<file path="src/rtl/wb_repeat_regbank.sv">
// Wishbone register bank with N_CH repeated channels: one RW control and one RO status word each.
// Define WB_REPEAT_REGBANK_STICKY_EN to turn status words into write-1-to-clear sticky registers.
module wb_repeat_regbank #(
  parameter int          N_CH     = 4,
  parameter logic [31:0] CTRL_RST = 32'h0,
  parameter int          ADR_W    = ($clog2(2*N_CH) + 2 < 3) ? 3 : $clog2(2*N_CH) + 2
) (
  input  logic               clk_i,
  input  logic               rst_n_i,
  input  logic               wb_cyc_i,
  input  logic               wb_stb_i,
  input  logic [ADR_W-1:2]   wb_adr_i,
  input  logic [3:0]         wb_sel_i,
  input  logic               wb_we_i,
  input  logic [31:0]        wb_dat_i,
  output logic               wb_ack_o,
  output logic               wb_err_o,
  output logic               wb_rty_o,
  output logic               wb_stall_o,
  output logic [31:0]        wb_dat_o,
  output logic [N_CH*32-1:0] ctrl_o,
  output logic [N_CH-1:0]    ctrl_wr_o,
  input  logic [N_CH*32-1:0] status_i
);

  localparam int            WW     = ADR_W - 2;
  localparam logic [WW:0]   N_CH_W = (WW+1)'(N_CH);

  logic          rip, wip;
  logic          rd_req, wr_req;
  logic          rd_ack_q, rd_err_q;
  logic [31:0]   dat_q;
  logic          wr_pend_q;
  logic [WW-1:0] wr_adr_q;
  logic [31:0]   wr_dat_q;
  logic [3:0]    wr_sel_q;

  logic [WW-1:0] rd_w, rd_chan, wr_chan;
  logic          rd_ok, wr_ok;
  logic [31:0]   wmask;
  logic [31:0]   rd_mux;
  logic [31:0]   ctrl_q [N_CH];
  logic [31:0]   st_val [N_CH];

  assign rd_req  = wb_cyc_i & wb_stb_i & ~wb_we_i & ~rip;
  assign wr_req  = wb_cyc_i & wb_stb_i &  wb_we_i & ~wip;

  assign rd_w    = wb_adr_i;
  assign rd_chan = rd_w >> 1;
  assign wr_chan = wr_adr_q >> 1;
  assign rd_ok   = {1'b0, rd_chan} < N_CH_W;
  assign wr_ok   = {1'b0, wr_chan} < N_CH_W;
  assign wmask   = {{8{wr_sel_q[3]}}, {8{wr_sel_q[2]}}, {8{wr_sel_q[1]}}, {8{wr_sel_q[0]}}};

  // Writes are decoded one cycle late from the captured request, so their response is combinational.
  assign wb_ack_o   = rd_ack_q | (wr_pend_q &  wr_ok);
  assign wb_err_o   = rd_err_q | (wr_pend_q & ~wr_ok);
  assign wb_rty_o   = 1'b0;
  assign wb_stall_o = ~(wb_ack_o | wb_err_o) & wb_cyc_i & wb_stb_i;
  assign wb_dat_o   = dat_q;

  always_comb begin
    rd_mux = '0;
    for (int c = 0; c < N_CH; c++) begin
      if (rd_chan == WW'(c)) rd_mux = rd_w[0] ? st_val[c] : ctrl_q[c];
    end
  end

  always_ff @(posedge clk_i or negedge rst_n_i) begin
    if (!rst_n_i) begin
      rip       <= 1'b0;
      wip       <= 1'b0;
      rd_ack_q  <= 1'b0;
      rd_err_q  <= 1'b0;
      dat_q     <= '0;
      wr_pend_q <= 1'b0;
      wr_adr_q  <= '0;
      wr_dat_q  <= '0;
      wr_sel_q  <= '0;
    end else begin
      rd_ack_q  <= rd_req &  rd_ok;
      rd_err_q  <= rd_req & ~rd_ok;
      if (rd_req) dat_q <= rd_ok ? rd_mux : 32'h0;
      wr_pend_q <= wr_req;
      if (wr_req) begin
        wr_adr_q <= wb_adr_i;
        wr_dat_q <= wb_dat_i;
        wr_sel_q <= wb_sel_i;
      end
      if (rd_req)                     rip <= 1'b1;
      else if (wb_ack_o || wb_err_o)  rip <= 1'b0;
      if (wr_req)                     wip <= 1'b1;
      else if (wb_ack_o || wb_err_o)  wip <= 1'b0;
    end
  end

  for (genvar c = 0; c < N_CH; c++) begin : g_ch
    logic hit;
    assign hit          = wr_pend_q & wr_ok & (wr_chan == WW'(c));
    assign ctrl_wr_o[c] = hit & ~wr_adr_q[0];
    assign ctrl_o[32*c +: 32] = ctrl_q[c];

    always_ff @(posedge clk_i or negedge rst_n_i) begin
      if (!rst_n_i)          ctrl_q[c] <= CTRL_RST;
      else if (ctrl_wr_o[c]) ctrl_q[c] <= (ctrl_q[c] & ~wmask) | (wr_dat_q & wmask);
    end

`ifdef WB_REPEAT_REGBANK_STICKY_EN
    logic [31:0] sticky_q;
    logic [31:0] clr;
    assign clr       = (hit & wr_adr_q[0]) ? (wr_dat_q & wmask) : 32'h0;
    assign st_val[c] = sticky_q;

    // Set is OR-ed in after the clear so a coinciding status bit survives.
    always_ff @(posedge clk_i or negedge rst_n_i) begin
      if (!rst_n_i) sticky_q <= '0;
      else          sticky_q <= (sticky_q & ~clr) | status_i[32*c +: 32];
    end
`else
    assign st_val[c] = status_i[32*c +: 32];
`endif
  end

endmodule

</file>
<file path="config.mk">
export PLATFORM = sky130hd
export DESIGN_NAME = wb_repeat_regbank
export DESIGN_NICKNAME = d
export VERILOG_FILES = /design/src/rtl/wb_repeat_regbank.sv
export SDC_FILE = /design/constraint.sdc
export NUM_CORES = 1
export LEC_CHECK = 0
export ABC_CLOCK_PERIOD_IN_PS = 1500
export BUFFER_PORTS_ARGS = -buffer_cell sky130_fd_sc_hd__buf_2
export CAP_MARGIN = 30
export CORE_ASPECT_RATIO = 1.2
export CORE_UTILIZATION = 30
export CTS_CLUSTER_SIZE = 28
export DETAILED_ROUTE_END_ITERATION = 6
export GPL_TIMING_DRIVEN = 0
export PLACE_DENSITY = 0.6
export SYNTH_ARGS = -nofsm -noshare
export SYNTH_HDL_FRONTEND = slang
export SYNTH_SLANG_ARGS = --single-unit
</file>
<file path="constraint.sdc">
create_clock -name clk_i -period 1.5 [get_ports clk_i]
set_input_delay 0.3 -clock clk_i [delete_from_list [all_inputs] [get_ports clk_i]]
set_output_delay 0.3 -clock clk_i [all_outputs]
set_load 0.02 [all_outputs]
</file>
After elaboration in Yosys (flattened, before gate mapping). Cells that the tools add are included.

Logic and storage cells: 77. RAM bits: 0. Flip-flop bits (word level): 204. ROM bits: 0. Memories: 0. Bits in latches: 0. Input bits: 172.

$add $sub $neg: 0. Reduce and logical (&&, ||, !) cells: 5. Order comparisons: 2. Shift-type cells: 0. Div/mod/pow operators: 0. Equality and inequality tests: 6. Bitwise operators: 39. Multiplexer cells: 12. $mul: 0.

Operator list (number): $mux 32 (9); $and 32x32->32 (5); $or 32x32->32 (4); $not 32->32 (1); $and 1x1->1 (19); $eq 2x2->1 const B (4); $not 1->1 (7); $logic_not 3->1 (2); $lt 2x3->1 const B (2); $eq 2x1->1 const B (2); $reduce_bool 2->1 (2); $mux 1 (3); $or 1x1->1 (3); $logic_or 1x1->1 (1).

Logic depth before layout (Yosys ltp). Gate-level depths: netlist (run 1).

Word-level depth: 8. Gate-level depth with buffers: 7.

Least setup slack after synthesis (run 1). Ideal clock, no wire load.

Path type: register to register. From: register wr_adr_q[0]. To: register with a tool-made name. Slack: -0.174 ns. Setup time: 0.125 ns. Arrival: 1.549 ns. Cell stages (with the launch flop): 4. Cells stage by stage: dfrtp_1 nor4b_4 nand2_2 mux2_4.

RTL lines: start: declaration (RTL line 34) `logic [WW-1:0] wr_adr_q;`; start signal: assignment (RTL line 86) `wr_adr_q <= wb_adr_i;`.

Final worst setup path (run 1).
From: register wr_adr_q[1]. To: output ctrl_wr_o[2].

Word-level cells in the longest chain between the ends: 4. Elaborated cells on any way between the ends: 5. Those cells by class: order compare: 1; eq/ne: 1; bitwise: 3.

Ends and longest elaborated chain: $lt 2x3->1 (RTL line 52) `assign wr_ok = {1'b0, wr_chan} < N_CH_W;`; $and 1x1->1 (RTL line 99) `assign hit = wr_pend_q & wr_ok & (wr_chan == WW'(c));`; $and 1x1->1 (*) (RTL line 99); $and 1x1->1 (*) (RTL line 100) `assign ctrl_wr_o[c] = hit & ~wr_adr_q[0];`; end: declaration (RTL line 22) `output logic [N_CH-1:0] ctrl_wr_o,`.

Mark *: on every way between the ends. The rest lies on a longest branch, timed or not.

==> impl_summary.txt, run 1 <==
----------------------------------------------------
[Synthesis]
  Count of mapped cells out of synthesis ... 716
  Mean instance size in the synthesized netlist ... 13.2 um^2
  Simple-gate share of the synthesized area ... 0.0790
  Post-synthesis xor/xnor area fraction ... 0
  Async SR Flop Fraction ... 1.00
  Number of distinct library cells after synthesis ... 32
  Synthesized cell area ... 9460 um^2
  Most common cell in the synthesized netlist ... sky130_fd_sc_hd__dfrtp_1
  Share of cell area taken by muxes after synthesis ... 0.300
  Sequential area share after synthesis ... 0.537
  Total number of yosys warnings ... 0
  Top FF cell, synth ... sky130_fd_sc_hd__dfrtp_1
  Area fraction in compound gates after synthesis ... 0.0564
  Largest family of logic cells by synthesized area ... multiplexers
  Synth Area in Adders ... 0
  Flop and latch count out of synthesis ... 203
  Main area contributors after synthesis ... sky130_fd_sc_hd__dfrtp_1, sky130_fd_sc_hd__mux2_2, sky130_fd_sc_hd__mux4_2, sky130_fd_sc_hd__nand2_1, sky130_fd_sc_hd__mux2i_1
  Most area-hungry cell type in the Yosys netlist ... sky130_fd_sc_hd__dfrtp_1
  Most frequent cells after synthesis ... sky130_fd_sc_hd__dfrtp_1, sky130_fd_sc_hd__mux2_2, sky130_fd_sc_hd__nand2_1, sky130_fd_sc_hd__mux2i_1, sky130_fd_sc_hd__mux4_2
  Number of flops mapped to enable cells by yosys ... 0
  Area share of the leading cell type in the synthesized netlist ... 0.537

[STA]
  Final hold vios ... 0
  Final number of setup-violating endpoints ... 134
  Maximum clock frequency ... 558 MHz
  Skew final ... 0.0196 ns
  Final critical path time including I/O delays and setup ... 1.79 ns
  Final number of max-transition violations ... 0
  Hold slack final ... 0.240 ns
  Max-Slew Margin vs Limit ... 0.534
  Unrepaired setup endpoints after global routing ... yes
  Actual transition at the worst max-transition pin ... 0.699 ns
  Period utilization ... 1.19
  Fin worst setup slack ... -0.292 ns

[Die]
  Starting density of the core ... 0.308
  Number of cell rows ... 70
  Io pins ... 340
  Height of the die ... 196 um
  Core region area ... 30700 um^2
  Die Span X ... 164 um
  Total die area ... 32200 um^2

[Job]
  Number of max-capacitance violations reported ... 0

[Drt]
  Number of nets with antenna violations after detailed routing ... 0
  Count of TritonRoute iterations in the first routing pass ... 5
  Vias after detailed routing ... 7703
  Number of DRC violations after detailed routing ... 0
  Average via count per standard cell ... 5.02
  Number of design-rule violations left by the first detailed-router iteration ... 304
  Total Routed Length ... 33.9 mm
  Wire per inst ... 22.1 um

[Global route]
  Pin count of the biggest net entering global routing ... 106
  GRT Util Overall ... 0.205
  Total gr overflow ... 0
  Global-route wire length before repair ... 48.6 mm
  Number of global-route vias before repair ... 7873
  Number of antenna violations at the first check in global routing ... 2

[Placed design]
  Worst slack at placement ... -0.691 ns
  Placed inst area ... 11700 um^2
  HPWL after DPL ... 24.2 mm
  Count of buffers inserted at the top-level ports ... 336
  Post-Place Cells ... 1450
  GP Congestion ... 0.821

[Setup path]
  Crit-path max FO ... 5
  Sort of element at the start of the critical path ... flip-flop
  Depth of the worst register-to-register path ... 7
  Data arrival time of the critical path ... 1.49 ns
  Crit end category ... primary output
  Worst setup path category ... reg -> out
  Data required, critical path ... 1.20 ns

[Worst hold path]
  Hold Path Depth ... 4
  Hold WC Path Type ... in -> reg

[Power and ir drop]
  Leakage Power ... 6.99 nW
  Maximum vdd drop ... 0.866 mV
  P per Cell Area ... 1660 nW/um^2

[Clock network]
  H-tree level count ... 1
  CTS tree ... built
  Clock transition at the registers of the reported paths ... 0.06 ns
  Clock sink total ... 203
  Maximum buffer depth of the clock tree ... 3
  Total clock buffers created by CTS ... 23
  Worst skew pair latency ... 0.52 ns
  Cell chosen for the clock root ... sky130_fd_sc_hd__clkbuf_16

[Final layout]
  Post-route design area ... 13400 um^2
  Final core area utilization ... 0.437
  ANT cells ... 0
  Nets@finish ... 1295
  Layout Cells excl Fill ... 1535
  P&R area growth vs syn ... 42.2%
  Ratio of cells with drive above 1 in the final layout ... 0.554

[Status]
  Failing checks ... setup timing
  Run status ... finished with violations

----------------------------------------------------
[per-stage QoR]
step | TNS (ns) | total power, mW
floorplan | -4.54 | 13.0
global placement | -747.48 | 15.8
detailed placement | -60.90 | 16.0
CTS | -13.50 | 22.3
global route | -27.08 | 23.4
finish | -20.36 | 22.3
[per-layer routing]
layer | global-route usage | part of all wire
met5 | 0 | 0
met4 | 0.0545 | 0.022
met3 | 0.0423 | 0.065
met2 | 0.361 | 0.51
met1 | 0.253 | 0.41
[report_power, final]
part           internal, mW  switching, mW
Clock                  3.55           2.31
Combinational          3.18           3.95
Sequential             7.36           1.93
[cells by family after synthesis]
kind of cell | after synthesis
compound gates | 78
buf+inv | 50
flops | 203
mux | 214
other cells | 1
simple gates | 170
[timing repair]
item,4_1_cts,5_1_grt
pin swaps,4,4
resized for setup,90,61
buffers inserted,10,6
endpoints found under the hold margin,140,0
setup endpoints to repair,209,277
hold buffers,37,0
[worst max-delay path, stage by stage (launching register included)]
cell and delay, ns:
sky130_fd_sc_hd__dfrtp_2 0.44, sky130_fd_sc_hd__and4bb_2 0.30, sky130_fd_sc_hd__buf_6 0.11, sky130_fd_sc_hd__buf_6 0.12
[final timing paths]
| path | startpoint | endpoint | slack (ns) |
|---|---|---|---|
| setup / recovery | wr_adr_q[1] | ctrl_wr_o[2] | -0.29 |
| hold / removal | status_i[118] | wb_dat_o[22] | 0.24 |
| setup reg to reg | wr_pend_q | flip-flop | -0.28 |
| hold reg to reg | wb_dat_o[22] | wb_dat_o[22] | 0.50 |
| max in group asynchronous | rst_n_i | asynchronous set/reset pin | 0.22 |
| min in group asynchronous | rst_n_i | asynchronous set/reset pin | 0.34 |
[final cells by class]
| class | count | area, um^2 |
|---|---|---|
| buffer | 41 | 293 |
| clock buffer | 35 | 701 |
| clock inverter | 6 | 83.8 |
| fill | 2935 | 17300 |
| inverter | 3 | 11.3 |
| multi-input combinational | 464 | 4460 |
| sequential | 203 | 5080 |
| tap | 396 | 495 |
| timing repair buffer | 387 | 2320 |
[cell usage in the layout, fill, tap and decap left out, types with 3 or more instances in the layout]
cell type	instances
sky130_fd_sc_hd__buf_6	15
sky130_fd_sc_hd__clkbuf_8	8
sky130_fd_sc_hd__nand2_1	119
sky130_fd_sc_hd__clkbuf_16	23
sky130_fd_sc_hd__buf_12	7
sky130_fd_sc_hd__buf_2	340
sky130_fd_sc_hd__dfrtp_1	199
sky130_fd_sc_hd__dfrtp_2	4
sky130_fd_sc_hd__o221ai_1	10
sky130_fd_sc_hd__nand2_8	16
sky130_fd_sc_hd__mux4_2	42
sky130_fd_sc_hd__nor2_1	22
sky130_fd_sc_hd__clkbuf_1	4
sky130_fd_sc_hd__buf_4	19
sky130_fd_sc_hd__clkbuf_2	4
sky130_fd_sc_hd__clkinv_2	3
sky130_fd_sc_hd__o22a_1	10
sky130_fd_sc_hd__mux2_4	28
sky130_fd_sc_hd__mux2_2	100
sky130_fd_sc_hd__dlygate4sd3_1	37
sky130_fd_sc_hd__a21oi_1	33
sky130_fd_sc_hd__a221oi_1	10
sky130_fd_sc_hd__a22oi_1	10
sky130_fd_sc_hd__mux2i_1	44
sky130_fd_sc_hd__clkbuf_4	5
No activity file was read; power rests on OpenSTA's default activity.
==> inputs of run 2 (changes only) <==
CORE_MARGIN = 4   (was default)
==> run 2 against run 1 <==
Against the previous run:
- the flow still finishes with violations (setup timing)
- non-clock buffer count down 5
- register-to-register slack improved by 0.09 ns
- sequential cell count stayed put
- critical path depth shrank 1
- die area grew 6.8%
- critical path type unchanged
- worst setup slack got worse by 0.024 ns
- clock power up 1%
==> impl_summary.txt, run 2 (synthesis results as in run 1) <==
----------------------------------------------------
[Status]
  Run status ... finished with violations
  Failing checks ... setup timing

[Clock network]
  Worst skew pair latency ... 0.52 ns
  H-tree level count ... 1
  Clock sink total ... 203
  Clock transition at the registers of the reported paths ... 0.06 ns
  Cell chosen for the clock root ... sky130_fd_sc_hd__clkbuf_16
  Total clock buffers created by CTS ... 23
  CTS tree ... built
  Maximum buffer depth of the clock tree ... 3

[Job]
  Number of max-capacitance violations reported ... 0

[Global route]
  Number of global-route vias before repair ... 7962
  Global-route wire length before repair ... 50.6 mm
  Total gr overflow ... 0
  Pin count of the biggest net entering global routing ... 115
  GRT Util Overall ... 0.195
  Number of antenna violations at the first check in global routing ... 0

[STA]
  Fin worst setup slack ... -0.316 ns
  Final number of setup-violating endpoints ... 134
  Hold slack final ... 0.227 ns
  Period utilization ... 1.21
  Actual transition at the worst max-transition pin ... 0.635 ns
  Max-Slew Margin vs Limit ... 0.576
  Final critical path time including I/O delays and setup ... 1.82 ns
  Final hold vios ... 0
  Maximum clock frequency ... 551 MHz
  Skew final ... 0.0250 ns
  Unrepaired setup endpoints after global routing ... yes
  Final number of max-transition violations ... 0

[Placed design]
  GP Congestion ... 0.831
  HPWL after DPL ... 25.3 mm
  Count of buffers inserted at the top-level ports ... 336
  Post-Place Cells ... 1450

[Drt]
  Number of nets with antenna violations after detailed routing ... 0
  Vias after detailed routing ... 7568
  Count of TritonRoute iterations in the first routing pass ... 4
  Wire per inst ... 22.8 um
  Number of design-rule violations left by the first detailed-router iteration ... 332
  Average via count per standard cell ... 4.94
  Highest routed layer ... met4
  Detailed-route wire length on metal 1 ... 14.2 mm
  Total Routed Length ... 34.9 mm
  Number of DRC violations after detailed routing ... 0
  Total met2 wirelength after detailed routing ... 17.6 mm
  Detailed-routed wire length on met3 ... 2.36 mm

[Die]
  Die Span X ... 170 um
  Starting density of the core ... 0.307
  Core region area ... 30800 um^2
  Number of cell rows ... 70
  Total die area ... 34400 um^2
  Io pins ... 340
  Height of the die ... 202 um

[Final layout]
  Nets@finish ... 1290
  Layout Cells excl Fill ... 1531
  Most common library cell in the layout ignoring fill and taps ... sky130_fd_sc_hd__buf_2
  P&R area growth vs syn ... 41.3%
  Commonest cells after routing, fill and taps aside ... sky130_fd_sc_hd__buf_2, sky130_fd_sc_hd__dfrtp_1, sky130_fd_sc_hd__nand2_1
  Ratio of cells with drive above 1 in the final layout ... 0.552
  ANT cells ... 0

[Setup path]
  Sort of element at the start of the critical path ... flip-flop
  Crit-path max FO ... 3
  Data arrival time of the critical path ... 1.52 ns
  Crit end category ... primary output
  Worst setup path category ... reg -> out
  Data required, critical path ... 1.20 ns

[Power and ir drop]
  Maximum vdd drop ... 0.870 mV
  Leakage Power ... 7.00 nW
  P per Cell Area ... 1670 nW/um^2

[Worst hold path]
  Hold WC Path Type ... in -> reg

----------------------------------------------------
[run 2: changes by cell type in the layout (fill, tap and decap cells not counted), moves of 2 or more]
cell	change
sky130_fd_sc_hd__clkbuf_4	+2
sky130_fd_sc_hd__buf_4	+3
sky130_fd_sc_hd__buf_2	-3
sky130_fd_sc_hd__clkbuf_8	-3
sky130_fd_sc_hd__clkinv_2	+2
sky130_fd_sc_hd__buf_6	-6
sky130_fd_sc_hd__nand2_8	-4
sky130_fd_sc_hd__nand2_4	+4
[run 2: per-layer routing]
metal,vias to the layer above,GRT usage
met2,298,0.343
met1,3803,0.249
li1,3422,-
met3,45,0.0370
met4,0,0.0428
met5,-,0
[run 2: repair_timing]
item                                    4_1_cts  5_1_grt
buffers inserted                              8        4
endpoints found under the hold margin       125        0
endpoints found under the setup margin      209      310
hold buffers                                 37        0
gates resized for setup                      87       49
pin swaps                                     4        2
[run 2: metrics by stage]
stage | power, mW | TNS [ns] | util | setup slack, ns | cell area (um^2)
after floorplan | 13.0 | -4.54 | - | -0.172 | 9460
after global placement | 15.9 | -739.63 | 0.378 | -3.44 | 11600
after detailed placement | 16.0 | -50.57 | 0.379 | -0.684 | 11700
after CTS | 22.4 | -12.52 | 0.429 | -0.345 | 13200
after global routing | 23.5 | -16.97 | 0.433 | -0.373 | 13400
final | 22.3 | -12.38 | 0.433 | -0.316 | 13400
[run 2: worst max-delay path: stages (launching register included)]
cell                      delay, ns
sky130_fd_sc_hd__dfrtp_2       0.43
sky130_fd_sc_hd__nor4b_4       0.34
sky130_fd_sc_hd__buf_4         0.22
[run 2: cell type report]
| class | instances | area [um^2] |
|---|---|---|
| clock buffers | 31 | 656 |
| inverters | 3 | 11.3 |
| clock inverters | 11 | 143 |
| well taps | 396 | 495 |
| repair buffers | 384 | 2270 |
| multi-input cells | 464 | 4430 |
| plain buffers | 39 | 278 |
| fillers | 2975 | 17500 |
| flip-flops and latches | 203 | 5080 |
[run 2: final timing paths]
path,start,end,slack [ns],cells past startpoint
setup reg to reg,wr_pend_q,flip-flop,-0.19,6
hold / removal,status_i[69],wb_dat_o[5],0.23,4
hold reg to reg,wb_dat_o[20],wb_dat_o[20],0.51,1
min in group asynchronous,rst_n_i,asynchronous set/reset pin,0.32,2
setup / recovery,wr_adr_q[1],ctrl_wr_o[0],-0.32,2
max in group asynchronous,rst_n_i,wr_pend_q,0.21,3
[run 2: power by group]
| part | leakage [nW] | total, mW | switching [mW] | internal [mW] |
|---|---|---|---|---|
| clock network | 0.396 | 5.92 | 2.32 | 3.59 |
| registers | 2.66 | 9.23 | 1.87 | 7.36 |
| logic | 3.94 | 7.16 | 4.00 | 3.16 |
==> inputs of run 3 (changes only) <==
CELL_PAD_IN_SITES_DETAIL_PLACEMENT = 0   (was default)
CELL_PAD_IN_SITES_GLOBAL_PLACEMENT = 2   (was default)
CORE_UTILIZATION = 29   (was 30)
PLACE_DENSITY = 0.82   (was 0.6)
SETUP_SLACK_MARGIN = 0.2   (was default)
==> run 3 against run 2 <==
Against the previous run:
- sequential power hardly changed
- wire length is 7.2% higher
- critical path depth is 1 higher
- the run ends with hold timing, setup timing left
- critical path type unchanged
- die area is 3.3% higher
- cell count is 9.1% higher
==> impl_summary.txt, run 3 (synthesis results as in run 1) <==
----------------------------------------------------
[Final layout]
  Post-route design area ... 16500 um^2
  Filler Cell Count ... 2807
  Most common library cell in the layout ignoring fill and taps ... sky130_fd_sc_hd__dfrtp_1
  Final core area utilization ... 0.511
  Nets@finish ... 1420
  ANT cells ... 0
  Commonest cells after routing, fill and taps aside ... sky130_fd_sc_hd__dfrtp_1, sky130_fd_sc_hd__buf_2, sky130_fd_sc_hd__buf_6
  Ratio of cells with drive above 1 in the final layout ... 0.676
  P&R area growth vs syn ... 74.2%

[STA]
  Unrepaired setup endpoints after global routing ... yes
  Period utilization ... 1.26
  Final number of max-transition violations ... 0
  Final critical path time including I/O delays and setup ... 1.89 ns
  Final hold vios ... 100
  Max-Slew Margin vs Limit ... 0.442
  Skew final ... 0.00605 ns
  Total negative setup slack ... -20.21 ns
  Fin worst setup slack ... -0.391 ns
  Maximum clock frequency ... 529 MHz
  Final number of setup-violating endpoints ... 134
  Hold slack final ... -0.213 ns
  Actual transition at the worst max-transition pin ... 0.837 ns

[Die]
  Starting density of the core ... 0.293
  Io pins ... 340
  Total die area ... 35600 um^2
  Height of the die ... 206 um
  Die Span X ... 173 um
  Core region area ... 32300 um^2
  Number of cell rows ... 72

[Global route]
  Number of antenna violations at the first check in global routing ... 0
  Met2 track demand over resource in global routing ... 0.357
  Total gr overflow ... 0
  Busiest grt layer ... met2
  Met1 routing resource usage after global routing ... 0.245
  GRT Util Overall ... 0.199
  Number of global-route vias before repair ... 8605
  Global-route track usage on met3 ... 0.0375
  Global-route wire length before repair ... 54.0 mm
  Pin count of the biggest net entering global routing ... 104

[Power and ir drop]
  Overall Power ... 26.6 mW
  Leakage Power ... 8.26 nW
  Maximum vdd drop ... 0.865 mV
  P per Cell Area ... 1610 nW/um^2

[Clock network]
  Worst skew pair latency ... 0.51 ns
  Clock transition at the registers of the reported paths ... 0.06 ns
  Total clock buffers created by CTS ... 22
  CTS tree ... built
  Clock sink total ... 203
  H-tree level count ... 1
  Number of buffers added to fix hold violations after cts ... 32
  Cell chosen for the clock root ... sky130_fd_sc_hd__clkbuf_16
  Maximum buffer depth of the clock tree ... 3

[Setup path]
  Data arrival time of the critical path ... 1.59 ns
  Sort of element at the start of the critical path ... flip-flop
  Worst setup path category ... reg -> out
  Worst-path cell chain ... buf_6 -> nor4b_4 -> buf_4
  Biggest cell delay along the critical path ... 0.43 ns
  Depth of the worst register-to-register path ... 7
  Crit-path max FO ... 5
  Data required, critical path ... 1.20 ns
  Setup slack, reg-to-reg ... -0.30 ns
  Worst reg2reg startpoint ... wr_adr_q[2]
  CP max-delay cell ... sky130_fd_sc_hd__dfrtp_1
  Crit end category ... primary output

[Status]
  Run status ... finished with violations
  Failing checks ... hold timing, setup timing

[Drt]
  Count of TritonRoute iterations in the first routing pass ... 4
  Number of DRC violations after detailed routing ... 0
  Number of nets with antenna violations after detailed routing ... 0
  Number of design-rule violations left by the first detailed-router iteration ... 350
  Total Routed Length ... 37.4 mm
  Wire per inst ... 22.4 um
  Vias after detailed routing ... 8149
  Average via count per standard cell ... 4.88

[Placed design]
  Placed inst area ... 12100 um^2
  Count of buffers inserted at the top-level ports ... 336
  HPWL after DPL ... 25.2 mm
  GP Congestion ... 0.789

[Job]
  Number of max-capacitance violations reported ... 0

[Worst hold path]
  Hold WC Path Type ... in -> async

----------------------------------------------------
[run 3: metrics by stage]
stage,hold slack [ns],std cells,setup slack (ns)
floorplan,0.00441,717,-0.172
global placement,0.464,1460,-3.44
detailed placement,0.393,1461,-0.770
CTS,-0.154,1612,-0.386
global route,-0.151,1670,-0.412
finish,-0.213,1670,-0.391
[run 3: worst max-delay path by stage]
stage / from / end / slack (ns) / depth (start not counted)
floorplan: wr_adr_q[0] / flip-flop / -0.17 / 3
global placement: rst_n_i / asynchronous set/reset pin / -3.44 / 1
detailed placement: wb_stb_i / wb_dat_o[15] / -0.77 / 7
CTS: wr_adr_q[1] / ctrl_wr_o[0] / -0.39 / 3
global route: wr_adr_q[1] / ctrl_wr_o[0] / -0.41 / 3
finish: wr_adr_q[2] / ctrl_wr_o[0] / -0.39 / 3
[run 3: cell type report]
| cell class | instances | area, um^2 | area share |
|---|---|---|---|
| Multi-Input combinational cell | 464 | 5120 | 0.311 |
| Clock inverter | 3 | 42.5 | 0.00258 |
| Timing Repair Buffer | 507 | 4400 | 0.267 |
| Sequential cell | 203 | 5080 | 0.308 |
| Inverter | 3 | 16.3 | 0.000987 |
| Tap cell | 407 | 509 | 0.0309 |
| Clock buffer | 36 | 714 | 0.0434 |
| Buffer | 47 | 591 | 0.0358 |
[run 3: metal layers]
layer  share of wire  vias up
met5               0        -
met4           0.027        0
met3           0.054       61
met2            0.51      254
met1            0.40     4156
li1                -     3678
[run 3: worst max-delay path, delay by kind of cell, from the launching register on]
kind	cells	cell delay, ns
and+or+nand+nor	1	0.31
buffers and inverters	2	0.35
DFF	1	0.43
[run 3: power by group]
part           switching, mW  internal [mW]
Combinational           5.22           6.46
Sequential              1.84           7.36
Clock                   2.26           3.41
[run 3: timing repair]
item                                    in CTS  in global routing
hold endpoints to repair                   132                100
resized for setup                          344                286
endpoints found under the setup margin     369                367
gates cloned                                 3                  3
setup buffers                               77                 55
pin swaps                                   25                 44
